[config.mk]
export PLATFORM = sky130hd
export DESIGN_NAME = neighbor_accum_unit
export DESIGN_NICKNAME = d
export VERILOG_FILES = /design/src/rtl/neighbor_accum_unit_pkg.sv /design/src/rtl/neighbor_accum_unit_byte_sum4.sv /design/src/rtl/neighbor_accum_unit.sv
export SDC_FILE = /design/constraint.sdc
export NUM_CORES = 1
export LEC_CHECK = 0
export ABC_AREA = 1
export BUFFER_PORTS_ARGS = -buffer_cell sky130_fd_sc_hd__buf_4
export CORE_ASPECT_RATIO = 0.5
export CORE_MARGIN = 2
export CORE_UTILIZATION = 28
export DETAILED_ROUTE_END_ITERATION = 12
export PLACE_DENSITY = 0.51
export SYNTH_ARGS = -nofsm -noshare
export SYNTH_HDL_FRONTEND = slang
export SYNTH_SLANG_ARGS = --single-unit
[constraint.sdc]
create_clock -name clk -period 5 [get_ports clk]
set_input_delay 0.5 -clock clk [delete_from_list [all_inputs] [get_ports clk]]
set_output_delay 0.5 -clock clk [all_outputs]
set_load 0.02 [all_outputs]
[src/rtl/neighbor_accum_unit_pkg.sv]
// Shared EX-stage constants for the neighbour byte-sum accumulator:
// opcode, counter width, last counter value and FSM state encoding.
package neighbor_accum_unit_pkg;

  localparam int unsigned CYCLE_CNT_W = 3;
  localparam logic [4:0] ACCUM_BYTES = 5'b01000;
  localparam logic [CYCLE_CNT_W-1:0] LAST_CYCLE = 3'd3;

  typedef enum logic [1:0] {
    ST_IDLE  = 2'd0,
    ST_ACCUM = 2'd1,
    ST_DONE  = 2'd2
  } state_e;

endpackage

[src/rtl/neighbor_accum_unit_byte_sum4.sv]
// Combinational sum of the four bytes of a 32-bit word, 10-bit result
// (4 x 255 = 1020 fits without overflow).
module byte_sum4 (
  input  logic [31:0] word_i,
  output logic [9:0]  sum_o
);

  assign sum_o = {2'b00, word_i[7:0]}   + {2'b00, word_i[15:8]} +
                 {2'b00, word_i[23:16]} + {2'b00, word_i[31:24]};

endmodule

[src/rtl/neighbor_accum_unit.sv]
// Accumulates the byte sums of four neighbour words (cycleCnt 0..3) and
// pulses resultValid with the total. Define NEIGHBOR_ACCUM_SAT_EN to clamp result at 255.
//
// Handshake: there is no ready; a cycle is consumed only when stall=0 and
// flush=0. resultValid and seqErr are single-cycle pulses with no backpressure.
module neighbor_accum_unit
  import neighbor_accum_unit_pkg::*;
(
  input  logic                   clk,
  input  logic                   rst,
  input  logic                   flush,
  input  logic                   stall,
  input  logic [4:0]             opA,
  input  logic [CYCLE_CNT_W-1:0] cycleCnt,
  input  logic [31:0]            srcData,
  output logic [31:0]            result,
  output logic                   resultValid,
  output logic                   busy,
  output logic                   seqErr,
  output logic [1:0]             state_dbg
);

  state_e                 state_q, state_d;
  logic [11:0]            acc_q, acc_d;
  logic [CYCLE_CNT_W-1:0] exp_cnt_q, exp_cnt_d;
  logic [31:0]            result_q, result_d;
  logic [9:0]             src_sum;
  logic [31:0]            final_val;
  logic                   accept;
  logic                   valid_c;
  logic                   seq_err_c;

  byte_sum4 u_byte_sum4 (
    .word_i (srcData),
    .sum_o  (src_sum)
  );

  assign accept = !stall && !flush;

  always_comb begin
`ifdef NEIGHBOR_ACCUM_SAT_EN
    final_val = (acc_q > 12'd255) ? 32'h0000_00FF : {20'd0, acc_q};
`else
    final_val = {20'd0, acc_q};
`endif
  end

  always_comb begin
    state_d   = state_q;
    acc_d     = acc_q;
    exp_cnt_d = exp_cnt_q;
    result_d  = result_q;
    valid_c   = 1'b0;
    seq_err_c = 1'b0;
    case (state_q)
      ST_IDLE: begin
        if (flush) begin
          acc_d     = '0;
          exp_cnt_d = '0;
        end else if (accept && opA == ACCUM_BYTES && cycleCnt == '0) begin
          acc_d     = {2'b00, src_sum};
          exp_cnt_d = CYCLE_CNT_W'(1);
          state_d   = ST_ACCUM;
        end
      end
      ST_ACCUM: begin
        if (flush) begin
          acc_d     = '0;
          exp_cnt_d = '0;
          state_d   = ST_IDLE;
        end else if (accept) begin
          if (cycleCnt == exp_cnt_q) begin
            acc_d     = acc_q + {2'b00, src_sum};
            exp_cnt_d = exp_cnt_q + CYCLE_CNT_W'(1);
            if (cycleCnt == LAST_CYCLE) state_d = ST_DONE;
          end else begin
            seq_err_c = 1'b1;
            acc_d     = '0;
            exp_cnt_d = '0;
            state_d   = ST_IDLE;
          end
        end
      end
      ST_DONE: begin
        // Stall is deliberately ignored here; only flush suppresses the pulse.
        acc_d     = '0;
        exp_cnt_d = '0;
        state_d   = ST_IDLE;
        if (!flush) begin
          valid_c  = 1'b1;
          result_d = final_val;
        end
      end
      default: begin
        acc_d     = '0;
        exp_cnt_d = '0;
        state_d   = ST_IDLE;
      end
    endcase
  end

  always_ff @(posedge clk) begin
    if (rst) begin
      state_q   <= ST_IDLE;
      acc_q     <= '0;
      exp_cnt_q <= '0;
      result_q  <= '0;
    end else begin
      state_q   <= state_d;
      acc_q     <= acc_d;
      exp_cnt_q <= exp_cnt_d;
      result_q  <= result_d;
    end
  end

  assign resultValid = valid_c && !rst;
  assign seqErr      = seq_err_c && !rst;
  assign result      = resultValid ? final_val : result_q;
  assign busy        = (state_q == ST_ACCUM);
  assign state_dbg   = state_q;

endmodule

==> Implementation_results.wiki, run 1 <==
{| class="wikitable"
! Metric !! Value
|-
| XOR/XNOR Fraction of Synth Area || 0.0408
|-
| Final-report max-slew violation count || 0
|-
| Accumulated negative setup slack || 0 ps
|-
| Routability congestion estimate || 0.832
|-
| Post-cts hold buffer count || 0
|-
| Total Die Area || 11600 um^2
|-
| Max Used Layer || met4
|-
| Violation count after the first detailed-route iteration || 141
|-
| Synth Area in Simple Gates || 0.257
|-
| Syn avg cell area || 6.59 um^2
|-
| Count of final hold-check violations || 0
|-
| Reg2Reg Depth || 11
|-
| Die width || 150 um
|-
| Nature of the critical path startpoint || input port
|-
| Sink count of the clock tree || 29
|-
| Initial standard-cell utilization of the core || 0.291
|-
| Total core area || 10300 um^2
|-
| Met1 WL || 4020 um
|-
| Number of instances in the synthesized netlist || 456
|-
| Initial antenna violation count || 0
|-
| Run status || finished, final reports clean
|-
| Detailed-routing iteration count for the pre-antenna-repair pass || 4
|-
| # Post-CTS Setup Buffers || 0
|-
| Longest Clk Path Bufs || 2
|-
| Cell row count || 26
|-
| Diodes inserted || 0
|-
| Largest net degree at the start of global routing || 26
|-
| Main combinational cell family by area after synthesis || simple AND/OR/NAND/NOR gates
|-
| Most common cell after layout, fill and taps aside || sky130_fd_sc_hd__nand2_1
|-
| Crit Path Category || input port to register
|-
| FFs w/ async S/R, synth || 0
|-
| Largest voltage drop on the vdd net || 0.135 mV
|-
| Total gr overflow || 0
|-
| Total global-route track usage || 0.131
|-
| Average wire per standard cell || 11.1 um
|-
| Fraction of layout cells with a size suffix above 1 || 0.153
|-
| Remaining routing DRC violations || 0
|-
| Final routed wirelength across all metal layers || 7300 um
|-
| Number of synthesized flops with an enable pin || 0
|-
| Number of vias after detailed routing || 2807
|-
| Register-to-Register Setup Slack || 2780 ps
|-
| Number of I/O port buffers || 60
|-
| Met3 layer wire length in the routed design || 520 um
|-
| Destination of the worst hold path || result_q[9]
|-
| Worst-margin pin slew || 859 ps
|-
| Worst reg2reg startpoint || acc_q[0]
|-
| Vias per Instance || 4.27
|-
| Endpoint of the most critical register-to-register path || acc_q[10]
|-
| Sequential share of the synthesized area || 0.193
|-
| DPL Wire Length || 6070 um
|-
| Highest clock rate || 229 MHz
|-
| Unrepaired setup endpoints after global routing || false
|-
| Setup-violating endpoint count in the final report || 0
|-
| Clock insertion delay at the later pin of the skew report || 270 ps
|-
| Buffer type at the clock tree root || sky130_fd_sc_hd__clkbuf_16
|-
| WL met2 || 2720 um
|-
| Largest clock skew in the final design || 5.95 ps
|-
| Overall power consumption || 1.22 mW
|-
| # IOs || 81
|-
| Adder and majority cell fraction of the synthesized area || 0.186
|-
| Total power divided by cell area || 333 nW/um^2
|-
| Max FO, Critical Path || 5
|-
| Number of buffers inserted during clock tree synthesis || 5
|-
| Clock-pin slew on the worst setup and hold paths || 50 ps
|-
| Top library cells by usage in the layout, fill and taps aside || sky130_fd_sc_hd__nand2_1, sky130_fd_sc_hd__inv_1, sky130_fd_sc_hd__buf_4
|-
| Distinct cells, synth || 32
|-
| Growth of design area from synthesis to finish || 21.6%
|-
| Number of nets with antenna violations after detailed routing || 0
|-
| Worst Path Arrival || 4570 ps
|-
| Tightest Hold Check Type || register to register
|-
| Vertical extent of the die || 77.2 um
|-
| Minimum clock period || 4370 ps
|-
| Share of the clock period used by the worst path || 0.874
|-
| Hold path cells || 2
|-
| Leakage || 1.90 nW
|-
| Register bit total from synthesis || 29
|-
| Element type at the critical path end || register
|-
| Clock tree from TritonCTS || done
|-
| Post-Synthesis Cell Area || 3000 um^2
|-
| Via count of the first global-routing pass || 2607
|-
| Primary flip-flop cell chosen by synthesis mapping || sky130_fd_sc_hd__dfxtp_1
|-
| Max H-tree Level || 2
|-
| Gates resized, CTS repair || 0
|-
| Number of max-capacitance violations reported || 0
|-
| Number of warnings issued by yosys || 0
|-
| Total number of nets in the final design || 598
|-
| Synthesized-area fraction occupied by ao, oa, aoi and oai cells || 0.142
|-
| Relative slew slack || 0.426
|-
| Mux contribution to synthesized area || 0
|-
| Required time worst endpoint || 5200 ps
|-
| Startpoint of the tightest hold check path || result_q[9]
|-
| First-pass GRT wire length || 12400 um
|}
## cell type report
| type | instances | area, um^2 |
|---|---|---|
| clock inverter | 2 | 10.0 |
| timing repair buffer | 60 | 450 |
| clock buffer | 6 | 129 |
| multi-input combinational | 326 | 1960 |
| tap | 140 | 175 |
| fill | 1131 | 6660 |
| inverter | 94 | 353 |
| sequential | 29 | 581 |
## per-layer routing
metal / GRT usage / vias up
met2: 0.178 / 89
met3: 0.0268 / 4
li1: - / 1506
met1: 0.209 / 1208
met5: 0 / -
met4: 0.0226 / 0
## worst max-delay path: stages
cell,delay (ps)
sky130_fd_sc_hd__buf_4,80
sky130_fd_sc_hd__ha_1,160
sky130_fd_sc_hd__inv_1,60
sky130_fd_sc_hd__fa_1,390
sky130_fd_sc_hd__o21ai_0,280
sky130_fd_sc_hd__nand2_1,80
sky130_fd_sc_hd__nand2_1,70
sky130_fd_sc_hd__a21oi_1,80
sky130_fd_sc_hd__xor2_1,160
sky130_fd_sc_hd__fa_1,480
sky130_fd_sc_hd__inv_1,40
sky130_fd_sc_hd__ha_1,340
sky130_fd_sc_hd__nand2_1,100
sky130_fd_sc_hd__inv_1,40
sky130_fd_sc_hd__a21boi_0,250
sky130_fd_sc_hd__nand3_1,140
sky130_fd_sc_hd__and2_1,180
sky130_fd_sc_hd__ha_1,330
sky130_fd_sc_hd__nand2_1,130
sky130_fd_sc_hd__inv_1,50
sky130_fd_sc_hd__a21oi_1,180
sky130_fd_sc_hd__nand3_1,90
sky130_fd_sc_hd__nand2_1,60
sky130_fd_sc_hd__nand3_1,60
sky130_fd_sc_hd__nand2_1,80
sky130_fd_sc_hd__nand2_1,50
sky130_fd_sc_hd__a21oi_1,110
## state kept, by name, indices dropped and copies added (netlist names)
name       cells
result_q      12
exp_cnt_q      3
state_dbg      2
acc_q         12
## synth_stat cells (4+ instances only)
library cell	instances	area (um^2)
sky130_fd_sc_hd__nand4_1	6	37.5
sky130_fd_sc_hd__nand2_1	105	394
sky130_fd_sc_hd__nor2_1	22	82.6
sky130_fd_sc_hd__a21oi_1	30	150
sky130_fd_sc_hd__nor2_2	4	25.0
sky130_fd_sc_hd__nand3b_1	5	37.5
sky130_fd_sc_hd__inv_1	91	342
sky130_fd_sc_hd__buf_4	21	158
sky130_fd_sc_hd__nand3_1	22	110
sky130_fd_sc_hd__o21ai_0	38	190
sky130_fd_sc_hd__xnor2_1	8	70.1
sky130_fd_sc_hd__nor3_1	6	30.0
sky130_fd_sc_hd__ha_1	27	338
sky130_fd_sc_hd__xor2_1	6	52.6
sky130_fd_sc_hd__fa_1	11	220
sky130_fd_sc_hd__dfxtp_1	29	581
## report_power, final
part | internal (mW) | leakage (nW) | switching [mW]
combinational | 0.264 | 1.59 | 0.411
sequential | 0.244 | 0.235 | 0.0153
clock | 0.182 | 0.0706 | 0.0992
total | 0.690 | 1.90 | 0.526
## cell families after synthesis
group / count (synthesis)
XOR/XNOR: 14
buffers and inverters: 120
flip-flops: 29
adder cells (fa/ha/maj): 38
AO/OA/AOI/OAI: 78
AND/OR/NAND/NOR: 176
other: 1
## metrics by stage
step                setup slack, ps  cell area (um^2)  hold WS (ps)  utilization  std cells
detailed placement              361              3510           461        0.341        649
CTS                             631              3650           471        0.354        657
global route                    104              3650           491        0.354        657
global placement                404              3510           457        0.341        649
finish                          629              3650           464        0.354        657
floorplan                       820              3080           442            -        475
## how the worst max path moves through the flow
| stage | startpoint | endpoint | slack (ps) |
|---|---|---|---|
| 3_3_place_gp | srcData[0] | acc_q[9] | 400 |
| 2_1_floorplan | srcData[0] | acc_q[9] | 820 |
| 4_1_cts | srcData[0] | acc_q[9] | 630 |
| 6_report | srcData[0] | acc_q[9] | 630 |
| 3_5_place_dp | srcData[0] | acc_q[9] | 360 |
| 5_1_grt | srcData[8] | acc_q[9] | 100 |
Note: power is estimated with default switching activity, not from simulation.
==> run 2, diff against run 1 <==
- CTS_CLUSTER_DIAMETER: unset -> 40
- SYNTH_HIERARCHICAL: unset -> 1
==> run 2 against run 1 <==
Against the previous run:
- first-iteration DRC count down 35%
- cell count down 5.8%
- area after synthesis shrank 3.9%
- final area decreased by 2.8%
- clock skew is 3.3 ps lower
- critical path type unchanged
- register-to-register slack improved by 380 ps
- synthesized cell count is 8.3% lower
==> Implementation_results.wiki, run 2 <==
{| class="wikitable"
! Metric !! Value
|-
| Number of nets with antenna violations after detailed routing || 0
|-
| Via count of the first global-routing pass || 2389
|-
| Post-Synthesis Cell Area || 2890 um^2
|-
| Detailed-routing iteration count for the pre-antenna-repair pass || 4
|-
| Growth of design area from synthesis to finish || 23.0%
|-
| Register bit total from synthesis || 29
|-
| Tightest Hold Check Type || register to register
|-
| Largest voltage drop on the vdd net || 0.114 mV
|-
| Post-cts hold buffer count || 0
|-
| Count of final hold-check violations || 0
|-
| Cell type with the largest total area after synthesis || sky130_fd_sc_hd__dfxtp_1
|-
| Worst-margin pin slew || 849 ps
|-
| Cell row count || 26
|-
| Total gr overflow || 0
|-
| Routability congestion estimate || 0.855
|-
| Max FO, Critical Path || 5
|-
| DPL Wire Length || 5300 um
|-
| Number of I/O port buffers || 60
|-
| Vertical extent of the die || 75.8 um
|-
| Longest Clk Path Bufs || 2
|-
| First-pass GRT wire length || 11000 um
|-
| Relative slew slack || 0.433
|-
| Final-report max-slew violation count || 0
|-
| FFs w/ async S/R, synth || 0
|-
| Fraction of layout cells with a size suffix above 1 || 0.200
|-
| Number of buffers inserted during clock tree synthesis || 5
|-
| Die width || 148 um
|-
| Total Die Area || 11200 um^2
|-
| Run status || finished, final reports clean
|-
| Element type at the critical path end || register
|-
| Required time worst endpoint || 5160 ps
|-
| Sink count of the clock tree || 29
|-
| # Post-CTS Setup Buffers || 0
|-
| Distinct cells, synth || 33
|-
| Startpoint of the worst setup timing path || srcData[1]
|-
| Placed standard-cell area || 3390 um^2
|-
| Initial standard-cell utilization of the core || 0.285
|-
| Cell types with the largest area share after synthesis || sky130_fd_sc_hd__dfxtp_1, sky130_fd_sc_hd__nand2_1, sky130_fd_sc_hd__fa_1
|-
| Number of warnings issued by yosys || 6
|-
| Total number of nets in the final design || 559
|-
| Sequential share of the synthesized area || 0.201
|-
| Critical path capture point || acc_q[9]
|-
| Initial antenna violation count || 0
|-
| Gates resized, CTS repair || 0
|-
| Unrepaired setup endpoints after global routing || false
|-
| Most used standard cell by instance count after synthesis || sky130_fd_sc_hd__nand2_1
|-
| Combined area of the multi-input logic cells || 1880 um^2
|-
| Share of the clock period used by the worst path || 0.738
|-
| Final worst hold slack || 468 ps
|-
| Largest clock skew in the final design || 2.62 ps
|-
| Final routed wirelength across all metal layers || 6400 um
|-
| Total core area || 10100 um^2
|-
| Number of instances in the synthesized netlist || 418
|-
| Register-to-Register Setup Slack || 3160 ps
|-
| Largest net degree at the start of global routing || 26
|-
| Filler cell count in the final layout || 1082
|-
| Worst setup slack before clock tree synthesis || 1030 ps
|-
| # IOs || 81
|-
| Accumulated negative setup slack || 0 ps
|-
| Buffer type at the clock tree root || sky130_fd_sc_hd__clkbuf_16
|-
| Setup-violating endpoint count in the final report || 0
|-
| Worst Path Arrival || 3850 ps
|-
| Nature of the critical path startpoint || input port
|-
| Leakage || 1.83 nW
|-
| Fin worst setup slack || 1310 ps
|-
| Clock insertion delay at the later pin of the skew report || 270 ps
|-
| Synth top cells by count || sky130_fd_sc_hd__nand2_1, sky130_fd_sc_hd__inv_1, sky130_fd_sc_hd__o21ai_0, sky130_fd_sc_hd__dfxtp_1
|-
| Violation count after the first detailed-route iteration || 91
|-
| Number of synthesized flops with an enable pin || 0
|-
| Total power divided by cell area || 329 nW/um^2
|-
| Worst reg2reg startpoint || acc_q[0]
|-
| Vias per Instance || 4.13
|-
| Number of vias after detailed routing || 2554
|-
| Syn avg cell area || 6.91 um^2
|-
| Most common cell after layout, fill and taps aside || sky130_fd_sc_hd__nand2_1
|-
| Final Cell Area || 3550 um^2
|-
| Highest clock rate || 271 MHz
|-
| Total global-route track usage || 0.121
|-
| Average wire per standard cell || 10.3 um
|-
| Clock-pin slew on the worst setup and hold paths || 50 ps
|-
| Remaining routing DRC violations || 0
|-
| Number of max-capacitance violations reported || 0
|-
| Diodes inserted || 0
|-
| Synth top area share || 0.201
|-
| Minimum clock period || 3690 ps
|-
| Overall power consumption || 1.17 mW
|-
| Primary flip-flop cell chosen by synthesis mapping || sky130_fd_sc_hd__dfxtp_1
|-
| Biggest registers after layout || acc_q x12, result_q x12, exp_cnt_q x3
|-
| Top library cells by usage in the layout, fill and taps aside || sky130_fd_sc_hd__nand2_1, sky130_fd_sc_hd__inv_1, sky130_fd_sc_hd__buf_4
|-
| Max H-tree Level || 2
|-
| Crit Path Category || input port to register
|-
| Endpoint of the most critical register-to-register path || acc_q[6]
|-
| Register Area || 581 um^2
|-
| Reg2Reg Depth || 11
|-
| Clock tree from TritonCTS || done
|}
[run 2: changes by cell type after synthesis, moves of 7 or more]
cell,before,now
sky130_fd_sc_hd__inv_1,91,78
sky130_fd_sc_hd__a21oi_1,30,20
sky130_fd_sc_hd__nor2_1,22,15
sky130_fd_sc_hd__ha_1,27,20
[run 2: metrics by stage]
| step | utilization | cells |
|---|---|---|
| floorplan | - | 437 |
| global placement | 0.335 | 611 |
| detailed placement | 0.335 | 611 |
| finish | 0.351 | 619 |
| CTS | 0.351 | 619 |
| global route | 0.351 | 619 |
[run 2: where the power goes]
group          switching [mW]  internal, mW  total [mW]  leakage [nW]
combinational           0.359         0.241       0.600          1.52
clock                   0.100         0.210       0.310        0.0799
sequential             0.0147         0.243       0.258         0.235
total                   0.474         0.694        1.17          1.83
[run 2: worst min-delay path by stage]
stage,startpoint,to,slack (ps),cells after the start
after global routing,result_q[11],result_q[11],490,2
after CTS,result_q[6],result_q[6],470,2
after detailed placement,result_q[6],result_q[6],460,2
after global placement,result_q[4],result_q[4],460,2
after floorplan,result_q[1],result_q[1],440,2
final,result_q[7],result_q[7],470,2
[run 2: per-layer routing]
metal,up-vias,part of all wire,track usage
li1,1375,-,-
met1,1120,0.55,0.174
met2,57,0.40,0.193
met3,2,0.053,0.0216
met4,0,0.0042,0.0224
met5,-,0,0
[run 2: area by class of cell]
type / instances / share of cell area
multi-input combinational: 301 / 0.529
sequential: 29 / 0.163
timing repair buffer: 60 / 0.127
inverter: 81 / 0.0870
tap: 140 / 0.0493
clock buffer: 7 / 0.0430
clock inverter: 1 / 0.00141
[run 2: cells by family after synthesis]
group	Yosys count	synth area share
and+or+nand+nor	171	0.265
buffers and inverters	107	0.173
AOI/OAI and AO/OA	63	0.125
adders and majority gates	37	0.205
DFF	29	0.201
xor gates and xnor gates	10	0.0303
other	1	0.00130
[run 2: worst max-delay path, stage by stage]
cell,delay (ps)
sky130_fd_sc_hd__buf_4,110
sky130_fd_sc_hd__fa_1,550
sky130_fd_sc_hd__fa_1,420
sky130_fd_sc_hd__ha_1,240
sky130_fd_sc_hd__fa_1,400
sky130_fd_sc_hd__nand2_1,80
sky130_fd_sc_hd__nand2_1,90
sky130_fd_sc_hd__nand3b_4,90
sky130_fd_sc_hd__nand2_2,50
sky130_fd_sc_hd__nand2_1,60
sky130_fd_sc_hd__nand2_1,80
sky130_fd_sc_hd__ha_1,350
sky130_fd_sc_hd__nand2_1,120
sky130_fd_sc_hd__nor2_1,150
sky130_fd_sc_hd__nand3_1,140
sky130_fd_sc_hd__nand3_1,110
sky130_fd_sc_hd__nand2_1,50
sky130_fd_sc_hd__nand3_1,70
sky130_fd_sc_hd__nand2_1,50
sky130_fd_sc_hd__nand2_1,50
sky130_fd_sc_hd__a21oi_1,50
==> run 3, diff against run 2 <==
- PLACE_DENSITY: 0.51 -> 0.53
- clock period: 5 -> 3.3 ns (I/O delays scaled with it)
==> run 3 against run 2 <==
Against the previous run:
- flip-flop and latch count is the same
- global-route usage grew 0.15 points
- total power grew 100%
- combinational power grew 140%
- first-iteration DRC count shrank 8.8%
- sequential share of layout area shrank 1.8 points
- worst hold slack lost 110 ps
- clock power grew 71%
- non-clock buffer count grew 23
- cell count grew 3.7%
- register-to-register slack lost 1700 ps
- highest routed layer unchanged
==> Implementation_results.wiki, run 3 (synthesis results as in run 2) <==
{| class="wikitable"
! Metric !! Value
|-
| Run status || finished, final reports clean
|-
| Total gr overflow || 0
|-
| Accumulated negative setup slack || 0 ps
|-
| Grt peak-use layer || met2
|-
| # IOs || 81
|-
| Via count of the first global-routing pass || 2363
|-
| Number of vias after detailed routing || 2687
|-
| Cell row count || 26
|-
| First-pass GRT wire length || 11100 um
|-
| Initial antenna violation count || 0
|-
| Buffer type at the clock tree root || sky130_fd_sc_hd__clkbuf_16
|-
| Diodes inserted || 0
|-
| Count of final hold-check violations || 0
|-
| Final routed wirelength across all metal layers || 6730 um
|-
| Met1 Track Usage GR || 0.175
|-
| Max FO, Critical Path || 4
|-
| Global-route met2 utilization || 0.187
|-
| Post-cts hold buffer count || 0
|-
| Sink count of the clock tree || 29
|-
| Worst-margin pin slew || 899 ps
|-
| Crit Path Category || input port to register
|-
| Top library cells by usage in the layout, fill and taps aside || sky130_fd_sc_hd__nand2_1, sky130_fd_sc_hd__buf_4, sky130_fd_sc_hd__inv_1
|-
| Vias per Instance || 4.19
|-
| Required time worst endpoint || 3470 ps
|-
| Routability congestion estimate || 0.864
|-
| Tightest Hold Check Type || input port to register
|-
| Leakage || 1.98 nW
|-
| Number of I/O port buffers || 60
|-
| Relative slew slack || 0.400
|-
| Total global-route track usage || 0.122
|-
| Die width || 148 um
|-
| Total power divided by cell area || 595 nW/um^2
|-
| Violation count after the first detailed-route iteration || 83
|-
| Clock-pin slew on the worst setup and hold paths || 50 ps
|-
| Share of the clock period used by the worst path || 0.985
|-
| Initial standard-cell utilization of the core || 0.285
|-
| Clock tree from TritonCTS || done
|-
| Highest clock rate || 308 MHz
|-
| Fraction of layout cells with a size suffix above 1 || 0.305
|-
| Worst Path Arrival || 3420 ps
|-
| Number of buffers inserted during clock tree synthesis || 5
|-
| Total number of nets in the final design || 582
|-
| Setup-violating endpoint count in the final report || 0
|-
| Largest net degree at the start of global routing || 26
|-
| Number of max-capacitance violations reported || 0
|-
| Max H-tree Level || 2
|-
| Clock insertion delay at the later pin of the skew report || 270 ps
|-
| Minimum clock period || 3250 ps
|-
| Largest voltage drop on the vdd net || 0.225 mV
|-
| Most common cell after layout, fill and taps aside || sky130_fd_sc_hd__nand2_1
|-
| Number of nets with antenna violations after detailed routing || 0
|-
| Total core area || 10100 um^2
|-
| Element type at the critical path end || register
|-
| Largest clock skew in the final design || 4.52 ps
|-
| Vertical extent of the die || 75.8 um
|-
| Longest Clk Path Bufs || 2
|-
| Met3 Resource Use GR || 0.0222
|-
| Average wire per standard cell || 10.5 um
|-
| Biggest registers after layout || acc_q x12, result_q x12, exp_cnt_q x3
|-
| Detailed-routing iteration count for the pre-antenna-repair pass || 4
|-
| Non-filler instance count after layout || 642
|-
| Nature of the critical path startpoint || input port
|-
| Final-report max-slew violation count || 0
|-
| Unrepaired setup endpoints after global routing || true
|-
| DPL Wire Length || 5350 um
|-
| Growth of design area from synthesis to finish || 37.8%
|-
| Total Die Area || 11200 um^2
|-
| Inst Count DP || 631
|-
| Remaining routing DRC violations || 0
|}
[run 3: power by group]
group | internal (mW) | switching [mW] | total (mW)
clock | 0.376 | 0.153 | 0.530
sequential | 0.368 | 0.0243 | 0.393
combinational | 0.705 | 0.741 | 1.45
total | 1.45 | 0.919 | 2.37
[run 3: worst paths after layout]
kind,cells past startpoint,endpoint,from,slack (ps)
worst min register to register,2,result_q[5],result_q[5],470
worst max-delay path,20,acc_q[10],srcData[6],50
worst min-delay path,2,acc_q[3],rst,360
worst max register to register,11,acc_q[8],acc_q[0],1480
[run 3: worst max-delay path, stage by stage]
cell,delay (ps)
sky130_fd_sc_hd__buf_4,80
sky130_fd_sc_hd__inv_1,40
sky130_fd_sc_hd__fa_1,500
sky130_fd_sc_hd__fa_1,510
sky130_fd_sc_hd__inv_1,40
sky130_fd_sc_hd__ha_1,330
sky130_fd_sc_hd__a21oi_1,330
sky130_fd_sc_hd__nand2_4,100
sky130_fd_sc_hd__nand2_4,70
sky130_fd_sc_hd__nand2_4,60
sky130_fd_sc_hd__ha_4,310
sky130_fd_sc_hd__nand2_4,60
sky130_fd_sc_hd__nor3_2,120
sky130_fd_sc_hd__nand2_1,110
sky130_fd_sc_hd__nand2_2,90
sky130_fd_sc_hd__nand2_2,50
sky130_fd_sc_hd__a21oi_2,140
sky130_fd_sc_hd__nand2_1,60
sky130_fd_sc_hd__nand2_1,50
sky130_fd_sc_hd__nor2_1,30
[run 3: timing repair]
item / in CTS / in global routing
endpoints found under the setup margin: 4 / 8
resized for setup: 13 / 30
pin swaps: 10 / 10
buffers inserted: 2 / 1
[run 3: metrics by stage]
stage          hold WS, ps  utilization  worst slack (ps)  cell area (um^2)  total power, mW
3_3_place_gp           456        0.353              -342              3570             1.50
2_1_floorplan          399            -              3.72              2980             1.15
6_report               356        0.393              50.6              3980             2.37
5_1_grt                352        0.393              -195              3980             2.57
3_5_place_dp           461        0.353              -391              3570             1.51
4_1_cts                350        0.377              8.74              3820             2.16
[run 3: area by class of cell]
type | count | area [um^2]
fillers | 1088 | 6140
well taps | 140 | 175
repair buffers | 83 | 627
clock buffers | 7 | 143
flip-flops and latches | 29 | 581
multi-input cells | 301 | 2110
clock inverters | 1 | 30.0
inverters | 81 | 309
[run 3: per-layer routing]
metal  part of all wire  vias up
li1                   -     1420
met3              0.047        6
met5                  0        -
met1               0.54     1194
met2               0.40       67
met4              0.013        0
